`src/rtl/pc_fetch_pkg.sv`:
```
// Shared types and constants for the PC fetch sequencer.
package pc_fetch_pkg;

    localparam int XLEN_DEFAULT = 32;

    localparam logic SEL_SEQ = 1'b0;
    localparam logic SEL_BR  = 1'b1;

    typedef enum logic [2:0] {
        ST_IDLE,
        ST_REQ,
        ST_UPDATE,
        ST_HALTED,
        ST_FAULT
    } fetch_state_t;

endpackage

```
`src/rtl/fetch_wait_timer.sv`:
```
// Clearable wait counter; expired flags the last REQ cycle allowed before a fetch timeout.
module fetch_wait_timer #(
    parameter int MAX_WAIT = 15
) (
    input  logic clk,
    input  logic reset,
    input  logic clear_i,
    input  logic inc_i,
    output logic expired_o
);

    localparam int CW = $clog2(MAX_WAIT + 1);

    logic [CW-1:0] count_q;

    // NOTE: sequential state is written only with non-blocking assignments.
    always_ff @(posedge clk) begin
        if (!reset) begin
            count_q <= '0;
        end else if (clear_i) begin
            count_q <= '0;
        end else if (inc_i) begin
            count_q <= count_q + 1'b1;
        end
    end

    // Counter holds the number of unanswered REQ cycles already spent.
    assign expired_o = (count_q == CW'(MAX_WAIT - 1));

endmodule

```
`src/rtl/pc_fetch_ctrl.sv`:
```
// Fetch sequencer: imem handshake, one-deep branch redirect slot, halt and sticky timeout fault.
module pc_fetch_ctrl
    import pc_fetch_pkg::*;
#(
    parameter int XLEN     = XLEN_DEFAULT,
    parameter int MAX_WAIT = 15
) (
    input  logic            clk,
    input  logic            reset,
    output logic            imem_req,
    input  logic            imem_ack,
    input  logic            br_valid,
    input  logic [XLEN-1:0] br_offset,
    output logic            br_ready,
    input  logic            halt_req,
    output logic            pc_en,
    output logic            mux_control,
    output logic [XLEN-1:0] imm,
    output logic            halted,
    output logic            fault,
    output logic [XLEN-1:0] retired_cnt
);

    fetch_state_t    state_q, state_d;
    logic            slot_full_q, slot_full_d;
    logic [XLEN-1:0] slot_off_q, slot_off_d;
    logic [XLEN-1:0] retired_q, retired_d;
    logic            br_ready_q, br_ready_d;
    logic            timer_expired;
    logic            capture;

    fetch_wait_timer #(
        .MAX_WAIT (MAX_WAIT)
    ) u_wait_timer (
        .clk       (clk),
        .reset     (reset),
        .clear_i   (state_q != ST_REQ),
        .inc_i     ((state_q == ST_REQ) && !imem_ack),
        .expired_o (timer_expired)
    );

    assign capture = br_valid && br_ready_q;

    // NOTE: every signal written here gets a default first so no latch is inferred.
    always_comb begin
        state_d     = state_q;
        slot_full_d = slot_full_q;
        slot_off_d  = slot_off_q;
        retired_d   = retired_q;

        case (state_q)
            ST_IDLE:   state_d = halt_req ? ST_HALTED : ST_REQ;
            ST_REQ: begin
                if (imem_ack) begin
                    state_d = ST_UPDATE;
                end else if (timer_expired) begin
                    state_d = ST_FAULT;
                end
            end
            ST_UPDATE: begin
                state_d     = halt_req ? ST_HALTED : ST_REQ;
                slot_full_d = 1'b0;
                retired_d   = retired_q + 1'b1;
            end
            ST_HALTED: if (!halt_req) state_d = ST_REQ;
            ST_FAULT:  state_d = ST_FAULT;
            default:   state_d = ST_IDLE;
        endcase

        // A capture in the consuming cycle refills the slot for the following update.
        if (capture) begin
            slot_full_d = 1'b1;
            slot_off_d  = br_offset;
        end

        br_ready_d = !slot_full_d && (state_d != ST_FAULT);
    end

    always_ff @(posedge clk) begin
        if (!reset) begin
            state_q     <= ST_IDLE;
            slot_full_q <= 1'b0;
            slot_off_q  <= '0;
            retired_q   <= '0;
            br_ready_q  <= 1'b0;
        end else begin
            state_q     <= state_d;
            slot_full_q <= slot_full_d;
            slot_off_q  <= slot_off_d;
            retired_q   <= retired_d;
            br_ready_q  <= br_ready_d;
        end
    end

    assign imem_req    = (state_q == ST_REQ);
    assign pc_en       = (state_q == ST_UPDATE);
    assign mux_control = (pc_en && slot_full_q) ? SEL_BR : SEL_SEQ;
    assign imm         = (mux_control == SEL_BR) ? slot_off_q : '0;
    assign halted      = (state_q == ST_HALTED);
    assign fault       = (state_q == ST_FAULT);
    assign br_ready    = br_ready_q;
    assign retired_cnt = retired_q;

endmodule

```
`config.mk`:
```
export PLATFORM = sky130hd
export DESIGN_NAME = pc_fetch_ctrl
export DESIGN_NICKNAME = d
export VERILOG_FILES = /design/src/rtl/pc_fetch_pkg.sv /design/src/rtl/fetch_wait_timer.sv /design/src/rtl/pc_fetch_ctrl.sv
export SDC_FILE = /design/constraint.sdc
export NUM_CORES = 1
export LEC_CHECK = 0
export ABC_AREA = 0
export CORE_ASPECT_RATIO = 0.7
export CORE_MARGIN = 3
export CORE_UTILIZATION = 56
export DETAILED_ROUTE_END_ITERATION = 8
export DONT_BUFFER_PORTS = 1
export PLACE_DENSITY_LB_ADDON = 0.1
export SLEW_MARGIN = 20
export SYNTH_ARGS = -nofsm -noshare
export SYNTH_HDL_FRONTEND = slang
export SYNTH_SLANG_ARGS = --single-unit
export TNS_END_PERCENT = 10
```
`constraint.sdc`:
```
create_clock -name clk -period 2.2 [get_ports clk]
set_input_delay 0.22 -clock clk [delete_from_list [all_inputs] [get_ports clk]]
set_output_delay 0.22 -clock clk [all_outputs]
set_load 0.005 [all_outputs]
```
# After elaboration in Yosys (flattened, before gate mapping)
# Cells that the tools add are included.
# Widths: inputs -> output; s select.
dict set report totals {
  reg_bits 73
  input_bits 37
  output_inout_bits 70
  elab_cells 34
}
dict set report classes {
  add_sub_neg 2
  eq_ne 7
  mux 9
  bitwise_logic 1
  reduce_logical 9
}
# operator count
set ops {}
lappend ops {{$add 32x1->32 const B} 1}
lappend ops {{$mux 32} 1}
lappend ops {{$pmux 3 s4} 1}
lappend ops {{$mux 3} 3}
lappend ops {{$eq 3x2->1 const B} 2}
lappend ops {{$add 4x1->4 const B} 1}
lappend ops {{$eq 4x4->1 const B} 1}
lappend ops {{$logic_and 1x1->1} 4}
lappend ops {{$reduce_or 2->1} 2}
lappend ops {{$eq 3x1->1 const B} 1}
lappend ops {{$eq 3x3->1 const B} 1}
lappend ops {{$logic_not 3->1} 1}
lappend ops {{$mux 1} 3}
lappend ops {{$ne 3x1->1 const B} 1}
lappend ops {{$ne 3x3->1 const B} 1}
lappend ops {{$logic_not 1->1} 2}
lappend ops {{$mux 2} 1}
lappend ops {{$not 1->1} 1}

# Logic depth before layout (Yosys ltp)
dict set report logic_depth {
  word_depth 6
  depth_mapped 8
  ltp_nobuf 5
}

# Modules after synthesis
# From an unflattened synthesis, not the netlist that was laid out.
dict set report unflattened {
  cells_unflattened 403
  hier_area_um2 3266.9
}
# mod n_inst cells_per_inst area_per_inst_um2 seq_area_each_um2
set modules_own_cells {}
lappend modules_own_cells {pc_fetch_ctrl 1 383 3066.7 1381.3}
lappend modules_own_cells {fetch_wait_timer 1 20 200.2 80.1}

# Least setup slack after synthesis
# No wires, ideal clock.
dict set report synth_timing {
  path_type {reg2reg}
  startpoint {register state_q[1]}
  endpoint {register retired_q[24], in the netlist retired_cnt[24]}
  setup_ns 0.070
  t_arrival_ns 2.290
  required_time_ns 2.130
  setup_slack_ns -0.160
  path_stages_with_launch 8
  path_buffers 3
  synth_period_minus_slack_ns 2.360
  path_cell_list {dfxtp_1 > or3b_1 > buf_6 > or4_4 > buf_6 > buf_6 > or4_1 > a21oi_1}
}
dict set report synth_via {
  elab_chain_len 1
}
# element line
set synth_rtl {}
lappend synth_rtl {{start, declared} pc_fetch_ctrl.sv:24} ;# fetch_state_t state_q, state_d;
lappend synth_rtl {{start signal, assigned} pc_fetch_ctrl.sv:87} ;# state_q <= state_d;
lappend synth_rtl {{$eq 3x2->1} pc_fetch_ctrl.sv:51} ;# case (state_q)
lappend synth_rtl {{end signal, assigned} pc_fetch_ctrl.sv:90} ;# retired_q <= retired_d;
lappend synth_rtl {{end, declared} pc_fetch_ctrl.sv:27} ;# logic [XLEN-1:0] retired_q, retired_d;
# No other way between the ends.
# A chain may end at the register's enable or synchronous reset.

# Worst setup path in the final report
dict set report layout_timing {
  startpoint {register state_q[2]}
  endpoint {register retired_q[15], in the netlist retired_cnt[15]}
}
# The elaborated chain is that of the path after synthesis.

==> results.cfg <==
[die]
design.portCount = 107
core_area_sq_um = 5450
floorplan.initialDensity = 0.6006
floorplan.die.height_microns = 69.97
die_w_microns = 97.38
floorplan.rows = 22
die-area_sq_um = 6813

[clock_tree]
worstSkewPairLatency_ps = 340
h-tree-depth = 3
cts_buffer_count = 9
clock_sinks = 73
cts_tree = done
clkTransAtPathRegs_ps = 70
clock_path_buffers = 2
ctsRootBufferMaster = clkbuf_8

[yosys]
post_synth_num_cell_types = 32
ys_async_sr_fraction = 0
netlist_top_cells_count = nand2_1 (81), dfxtp_1 (73), a21oi_1 (49)
synth-seq-cells = 73
synth_area_sq_um = 3273
synth_enable_flop_cells = 0
post_synth_inst_count = 407
synth_ff_type = dfxtp_1
synth_area_leaders = dfxtp_1 (45%), nand2_1 (9.3%), a21oi_1 (7.5%)
synth.top_cell.area_share = 0.4465
yosysMostFrequentCell = nand2_1
yosys_warnings = 0
synth.largest_area_cell = dfxtp_1
syn_avg_cell_area_sq_um = 8.042
sequential_area_share_after_synthesis = 0.4465
synth.net_count = 447

[power]
power.clock.fraction = 0.428
pwr-share-seq = 0.511
combinationalPowerShare = 0.061
power_density_nw_per_um2 = 719.3
p_switching_w = 0.0005988
p_int_w = 0.002100
power.static_leakage_nw = 1.468
peakVddDrop_v = 0.0003828
power_switching_share = 0.2219

[status]
outcome = finished clean

[placed_design]
io_buffer_count = 0
dpl-instance-area_sq_um = 3441
dp_hpwl_microns = 5514
gp_routability_congestion = 0.8011

[drt]
route.final.wire_length_microns = 8181
dr.pass1.iters = 5
drc = 0
antenna_violating_nets_post_route = 0
detailedRoute.firstIterationViolations = 201
avgViaCountPerCell = 5.890
num_vias = 2945
detail_route.wl_per_cell_microns = 16.36

[setup_path]
worst_path_required_ps = 2460
worstSetupPathType = reg2reg
timing.critical_path.to_type = register
worst-path-max-fanout = 27
setup.worst_path.start_class = register
critical_path_arrival_ps = 2370

[timing]
worst_skew_ps = 4.398
timing_worst_slew_pin_value_ps = 740.1
final-hold-violation-count = 0
report.final.slew_viol_count = 0
period_share = 0.9610
grt_setup_unrepaired = no
fin_crit_ps = 2114
max_slew_margin = 0.5059
maxClockFrequency_mhz = 473.0
setup_viol_count_final = 0

[global_routing]
global_route_wire_length_before_repair_microns = 13710
largest_net_degree_at_the_start_of_global_routing = 43
grt_overall_usage = 0.2430
grt_remaining_overflow = 0
first_global_vias = 2741
antenna_violations_before_repair = 0

[layout]
post-route-cell-area_sq_um = 3752
final_core_util = 0.6885
syn2layout_area_growth_pct = 14.64
antennaDiodeCount = 0
layout-drive-gt1-share = 0.1075
num-nets-final = 463
fillerInstances = 472

[flow_run]
maxCapViolations = 0

[hold_path]
hp-class = in2reg
[per-layer routing]
| metal | part of all wire | GRT usage |
|---|---|---|
| met5 | 0 | 0 |
| met4 | 0.0060 | 0.05223 |
| met3 | 0.080 | 0.09281 |
| met2 | 0.45 | 0.3728 |
| met1 | 0.47 | 0.3271 |
[path summary, 6_finish.rpt]
| check | to | slack, ps | cells past startpoint | start |
|---|---|---|---|---|
| setup / recovery | retired_cnt[15]$_SDFFE_PN0P_ | 90 | 4 | state_q[2]$_SDFF_PN0_ |
| setup reg to reg | retired_cnt[15]$_SDFFE_PN0P_ | 90 | 4 | state_q[2]$_SDFF_PN0_ |
| hold reg to reg | slot_off_q[28]$_SDFFE_PN0P_ | 450 | 2 | slot_off_q[28]$_SDFFE_PN0P_ |
| hold / removal | slot_off_q[5]$_SDFFE_PN0P_ | 10 | 2 | br_offset[5] |
[worst max-delay path, stage by stage, from the launching register on]
cell and delay, ps:
dfxtp_1 330, or3b_1 420, or4_4 580, or4_1 540
a21oi_1 160
[registers in the layout (all words and copies together), names as in the netlist]
signal / cells
slot_off_q: 32
retired_cnt: 32
br_ready: 1
slot_full_q: 1
state_q: 3
u_wait_timer.count_q: 4
[per-stage QoR]
| stage | setup slack [ps] | total power, W | setup TNS (ps) | hold slack [ps] | instances |
|---|---|---|---|---|---|
| 5_1_grt | 10.41 | 0.002799 | 0 | 2.589 | 500 |
| 3_3_place_gp | 115.5 | 0.001557 | 0 | 348.6 | 476 |
| 3_5_place_dp | 42.24 | 0.001562 | 0 | 351.3 | 476 |
| 6_report | 85.81 | 0.002699 | 0 | 11.02 | 500 |
| 2_1_floorplan | -10.51 | 0.001523 | -11.36 | 356.0 | 407 |
| 4_1_cts | 17.08 | 0.002714 | 0 | 0.2637 | 500 |
[cells in the final DEF, fill, tap and decap left out, types with 3 or more instances in the layout]
| cell type | n |
|---|---|
| and3_1 | 34 |
| o21ai_0 | 3 |
| dfxtp_1 | 72 |
| nand4_1 | 12 |
| nand2b_1 | 11 |
| ha_1 | 3 |
| a21oi_1 | 49 |
| o31ai_1 | 10 |
| nand3_1 | 12 |
| xor2_1 | 7 |
| inv_1 | 6 |
| or4_1 | 10 |
| dlygate4sd3_1 | 8 |
| mux2i_1 | 8 |
| and2_1 | 3 |
| xnor2_1 | 7 |
| clkbuf_8 | 14 |
| nand2_1 | 81 |
| or3_1 | 6 |
| nor4_1 | 8 |
| buf_4 | 25 |
| nor3_1 | 3 |
| nor2_1 | 21 |
[cell families (layout without fill, tap and decap cells)]
group | count (synthesis) | after routing | share of synthesized area
AND/OR/NAND/NOR | 209 | 209 | 0.3238
AO/OA/AOI/OAI | 64 | 64 | 0.1082
flip-flops | 73 | 73 | 0.4465
XOR/XNOR | 14 | 14 | 0.03746
multiplexers | 8 | 8 | 0.02447
adder cells (fa/ha/maj) | 3 | 3 | 0.01147
buffers and inverters | 36 | 57 | 0.04816
[what timing repair did]
action	4_1_cts	5_1_grt
resized for setup	0	1
hold buffers	8	0
setup buffers	0	0
hold endpoints to repair	9	0
endpoints found under the setup margin	0	8
[power groups by stage]
stage | sequential (W) | combinational, W | clock, W
after global routing | 0.00138 | 0.000189 | 0.00123
after global placement | 0.00141 | 0.000150 | 0
final | 0.00138 | 0.000166 | 0.00115
after CTS | 0.00138 | 0.000165 | 0.00117
after floorplan | 0.00141 | 0.000117 | 0
after detailed placement | 0.00141 | 0.000152 | 0
[cell type report]
cell class | instances | area (sq um) | share of cell area
Clock inverter | 1 | 30.03 | 0.008003
Tap cell | 72 | 90.09 | 0.02401
Clock buffer | 15 | 196.4 | 0.05235
Sequential cell | 73 | 1463 | 0.3898
Multi-Input combinational cell | 298 | 1659 | 0.4421
Inverter | 7 | 26.28 | 0.007002
Timing Repair Buffer | 34 | 287.8 | 0.07669
(Power assumes the default switching activity.)
==> variant 1 (same settings) <==
Make the reset (`reset`) asynchronous in 2 clocked blocks.
--- a/src/rtl/fetch_wait_timer.sv
+++ b/src/rtl/fetch_wait_timer.sv
@@ -14,7 +14,7 @@
     logic [CW-1:0] count_q;
 
     // NOTE: sequential state is written only with non-blocking assignments.
-    always_ff @(posedge clk) begin
+    always_ff @(posedge clk or negedge reset) begin
         if (!reset) begin
             count_q <= '0;
         end else if (clear_i) begin
--- a/src/rtl/pc_fetch_ctrl.sv
+++ b/src/rtl/pc_fetch_ctrl.sv
@@ -76,7 +76,7 @@
         br_ready_d = !slot_full_d && (state_d != ST_FAULT);
     end
 
-    always_ff @(posedge clk) begin
+    always_ff @(posedge clk or negedge reset) begin
         if (!reset) begin
             state_q     <= ST_IDLE;
             slot_full_q <= 1'b0;
Check against the original RTL: differs if reset is asserted again (counterexample within 4 cycles, from zero or initial values and one cycle with reset low); with reset held inactive, the same outputs for 10 cycles.
==> variant 1 against the original RTL <==
- setup slack better by 83 ps
- sequential share of layout area is 12 points higher
- design area is 5.3% lower
- synthesized area is 0.50% lower
- wire length is 22% lower
- highest routed layer unchanged
- critical endpoint is now retired_cnt[27]
- sequential cell count stayed put
Power is not compared: it rests on default switching activity, and its combinational part moved more than twofold at a synthesized area within 25%.
==> variant 1: results (changes against the original RTL) <==
stage	metric	value	unit	change
grt	grt_max_degree	74		was 43
min_path	holdPathStages	1		was 2
final_layout	fillerInstances	424		was 472
grt	met1_usage	25.2	%	was 32.7%
routing	first_pass_iters	4		was 5
logic_synthesis	yosys-top-cells-area	dfrtp_1, mux2_2, xnor2_1, and3_1, nand4_1		was dfxtp_1, nand2_1, a21oi_1, and3_1, clkbuf_1
placement	placedInstanceArea	3350	um2	was 3440 um2
placement	gp_congestion	0.752		was 0.801
worst_setup_path	worst_path_max_delay_cell	nor4_4		was or4_4
grt	track_usage	19.8	%	was 24.3%
routing	wl_met2	2.92	mm	was 3.65 mm
worst_setup_path	crit_path_max_incr_delay	620	ps	was 580 ps
pwr	power_clock	879	uW	
routing	vias	2041		was 2945
logic_synthesis	synthFlopType	dfrtp_1		was dfxtp_1
min_path	min_to	state_q[2]		was slot_off_q[5]
grt	gr-usage-met3	10.5	%	was 9.28%
logic_synthesis	synth_commonest_cells	dfrtp_1, and3_1, mux2_2		was nand2_1, dfxtp_1, a21oi_1
final_layout	multi_input_gates	182		was 298
final_layout	n_all_inverters	5		was 7
final_layout	fin_cells	353		was 500
routing	wl_met1	2.73	mm	was 3.82 mm
grt	globalRouteMet2Util	30.0	%	was 37.3%
timing	max_freq	492	MHz	was 473 MHz
pwr	ir_worst_vdd	0.000528	V	
floorplanning	dieArea	6780	um2	was 6810 um2
run_status	status	completed		unchanged
logic_synthesis	syn_avg_cell_area	12.0	um2	was 8.04 um2
routing	drtIter0Drc	98		was 201
final_layout	bufAreaShareNonClock	2.61	%	was 7.67%
final_layout	fin_nets	317		was 463
worst_setup_path	critPathTopFamily	simple AND/OR/NAND/NOR gates		unchanged
final_layout	final_layout_size_suffix_gt1_share	19.9	%	was 10.7%
final_layout	multi_input_area_share	38.3	%	was 44.2%
final_layout	n_clock_buffer	12		was 15
logic_synthesis	ys_async_sr_fraction	100	%	was 0%
final_layout	regArea	1830	um2	was 1460 um2
clocking	clk_latency	340	ps	about the same
final_layout	final-clk-cell-share	4.58	%	was 6.04%
routing	met3_length	656	um	was 655 um
logic_synthesis	yosysUniqueCellTypes	29		was 32
logic_synthesis	syn_nets	311		was 447
final_layout	multiInputGateArea	1360	um2	was 1660 um2
timing	tightestPinTransition	605	ps	was 740 ps
placement	hpwlAfterDp	4.44	mm	was 5.51 mm
final_layout	n_all_buffers	6		was 34
min_path	hp-start	imem_ack		was br_offset[5]
worst_setup_path	worst-path-max-fanout	12		was 27
timing	fin_hold_ws	20.3	ps	was 11.0 ps
grt	grt_pass1_wl	10.7	mm	was 13.7 mm
grt	grt_pass1_vias	2144		was 2741
logic_synthesis	seq_area_frac_synth	56.1	%	was 44.6%
placement	dp_cells	336		was 476
placement	dp_slack	168	ps	was 42.2 ps
variant 1: changes by cell type in the layout (fill, tap and decap cells not counted), moves of 9 or more:
cell,delta
nand2_1,-65
xnor2_1,+19
a21oi_1,-47
buf_4,-23
mux2_2,+32
o31ai_1,-9
dfrtp_1,+73
dfxtp_1,-72
nand2b_1,-9
or4_1,-10
variant 1: cells by family (layout without fill, tap and decap cells):
group / count (synthesis) / after routing / synth area share [%]
AO/OA/AOI/OAI: 3 / 3 / 0.538
buffers and inverters: 16 / 26 / 2.11
multiplexers: 33 / 33 / 11.4
adder cells (fa/ha/maj): 3 / 3 / 1.15
flip-flops: 73 / 73 / 56.1
AND/OR/NAND/NOR: 109 / 109 / 19.6
XOR/XNOR: 34 / 34 / 9.14
variant 1: timing repair:
action / CTS / global route
hold buffers: 2 / 0
endpoints found under the hold margin: 73 / 0
setup buffers: 0 / 0
==> variant 2 (same settings) <==
Made on the original files. `MAX_WAIT` is set to 15 in 2 places; all go to 17.
--- a/src/rtl/fetch_wait_timer.sv
+++ b/src/rtl/fetch_wait_timer.sv
@@ -1,6 +1,6 @@
 // Clearable wait counter; expired flags the last REQ cycle allowed before a fetch timeout.
 module fetch_wait_timer #(
-    parameter int MAX_WAIT = 15
+    parameter int MAX_WAIT = 17
 ) (
     input  logic clk,
     input  logic reset,
--- a/src/rtl/pc_fetch_ctrl.sv
+++ b/src/rtl/pc_fetch_ctrl.sv
@@ -3,7 +3,7 @@
     import pc_fetch_pkg::*;
 #(
     parameter int XLEN     = XLEN_DEFAULT,
-    parameter int MAX_WAIT = 15
+    parameter int MAX_WAIT = 17
 ) (
     input  logic            clk,
     input  logic            reset,
Formal check against the unedited RTL: no difference found for any inputs over 10 cycles, from zero or initial values and one cycle with reset low; that may be too few to reach the edited logic, so the function may still have changed.
==> variant 2 against the original RTL <==
- wire length is essentially flat
- die area is 1.7% higher
- setup slack is essentially flat
- sequential cell count rose by 1
- design area up 5.4%
- power barely moved
- hold slack better by 4.2 ps
- largest power group unchanged
- synthesized area grew 1.9%
==> variant 2: results (changes against the original RTL) <==
stage	metric	value	unit	change
grt	grt_max_degree	36		was 43
worst_setup_path	worst_path_max_delay_cell	or4_1		was or4_4
timing	fin_skew	6.62	ps	was 4.40 ps
run_status	status	completed		unchanged
grt	track_usage	23.3	%	was 24.3%
placement	gp_congestion	0.843		was 0.801
pwr	ir_worst_vdd	0.000386	V	was 0.000383 V
routing	avgRoutedWirePerCell	15.6	um	was 16.4 um
logic_synthesis	yosys-top-cells-area	dfxtp_1, nand2_1, a21oi_1, and3_1, mux2i_1		was dfxtp_1, nand2_1, a21oi_1, and3_1, clkbuf_1
min_path	hp-start	br_offset[18]		was br_offset[5]
logic_synthesis	postSynthCellCount	416		was 407
grt	met1_usage	31.1	%	was 32.7%
logic_synthesis	yosysUniqueCellTypes	39		was 32
logic_synthesis	synthAdderAreaFrac	1.13	%	was 1.15%
final_layout	fillerInstances	455		was 472
logic_synthesis	syn_nets	456		was 447
worst_setup_path	r2r_cells	5		was 4
final_layout	final_layout_size_suffix_gt1_share	9.98	%	was 10.7%
grt	grt_pass1_wl	13.3	mm	was 13.7 mm
logic_synthesis	synthMuxAreaShare	3.30	%	was 2.45%
min_path	min_to	slot_off_q[18]		was slot_off_q[5]
routing	drtIter0Drc	147		was 201
pwr	cellLeakagePower	1.55	nW	was 1.47 nW
routing	vias	2988		was 2945
grt	grt_pass1_vias	2727		was 2741
worst_setup_path	crit_path_max_incr_delay	610	ps	was 580 ps
==> variant 2: changes by cell type in the layout (fill, tap and decap cells not counted), sizes merged, moves of 4 or more <==
cell         unedited run  this run
a21oi                  49        44
nor3                    3         7
o31ai                  10         4
xnor2                   7        11
nand2                  81        86
dlygate4sd3             8        25
or4                    11         6
clkbuf                 15         9
==> variant 2: area by class of cell <==
cell class / count / area [um2] / area share [%]
Timing Repair Buffer: 49 / 430 / 10.9
Inverter: 8 / 30.0 / 0.759
Tap cell: 72 / 90.1 / 2.28
Sequential cell: 74 / 1480 / 37.5
Clock buffer: 9 / 124 / 3.13
Multi-Input combinational cell: 305 / 1720 / 43.4
Clock inverter: 6 / 82.6 / 2.09
==> variant 2: power by group <==
| part | total [mW] | switching (mW) | internal, mW | leakage [nW] |
|---|---|---|---|---|
| logic | 0.189 | 0.108 | 0.0807 | 0.841 |
| registers | 1.40 | 0.0203 | 1.38 | 0.600 |
| clock network | 1.11 | 0.488 | 0.626 | 0.105 |
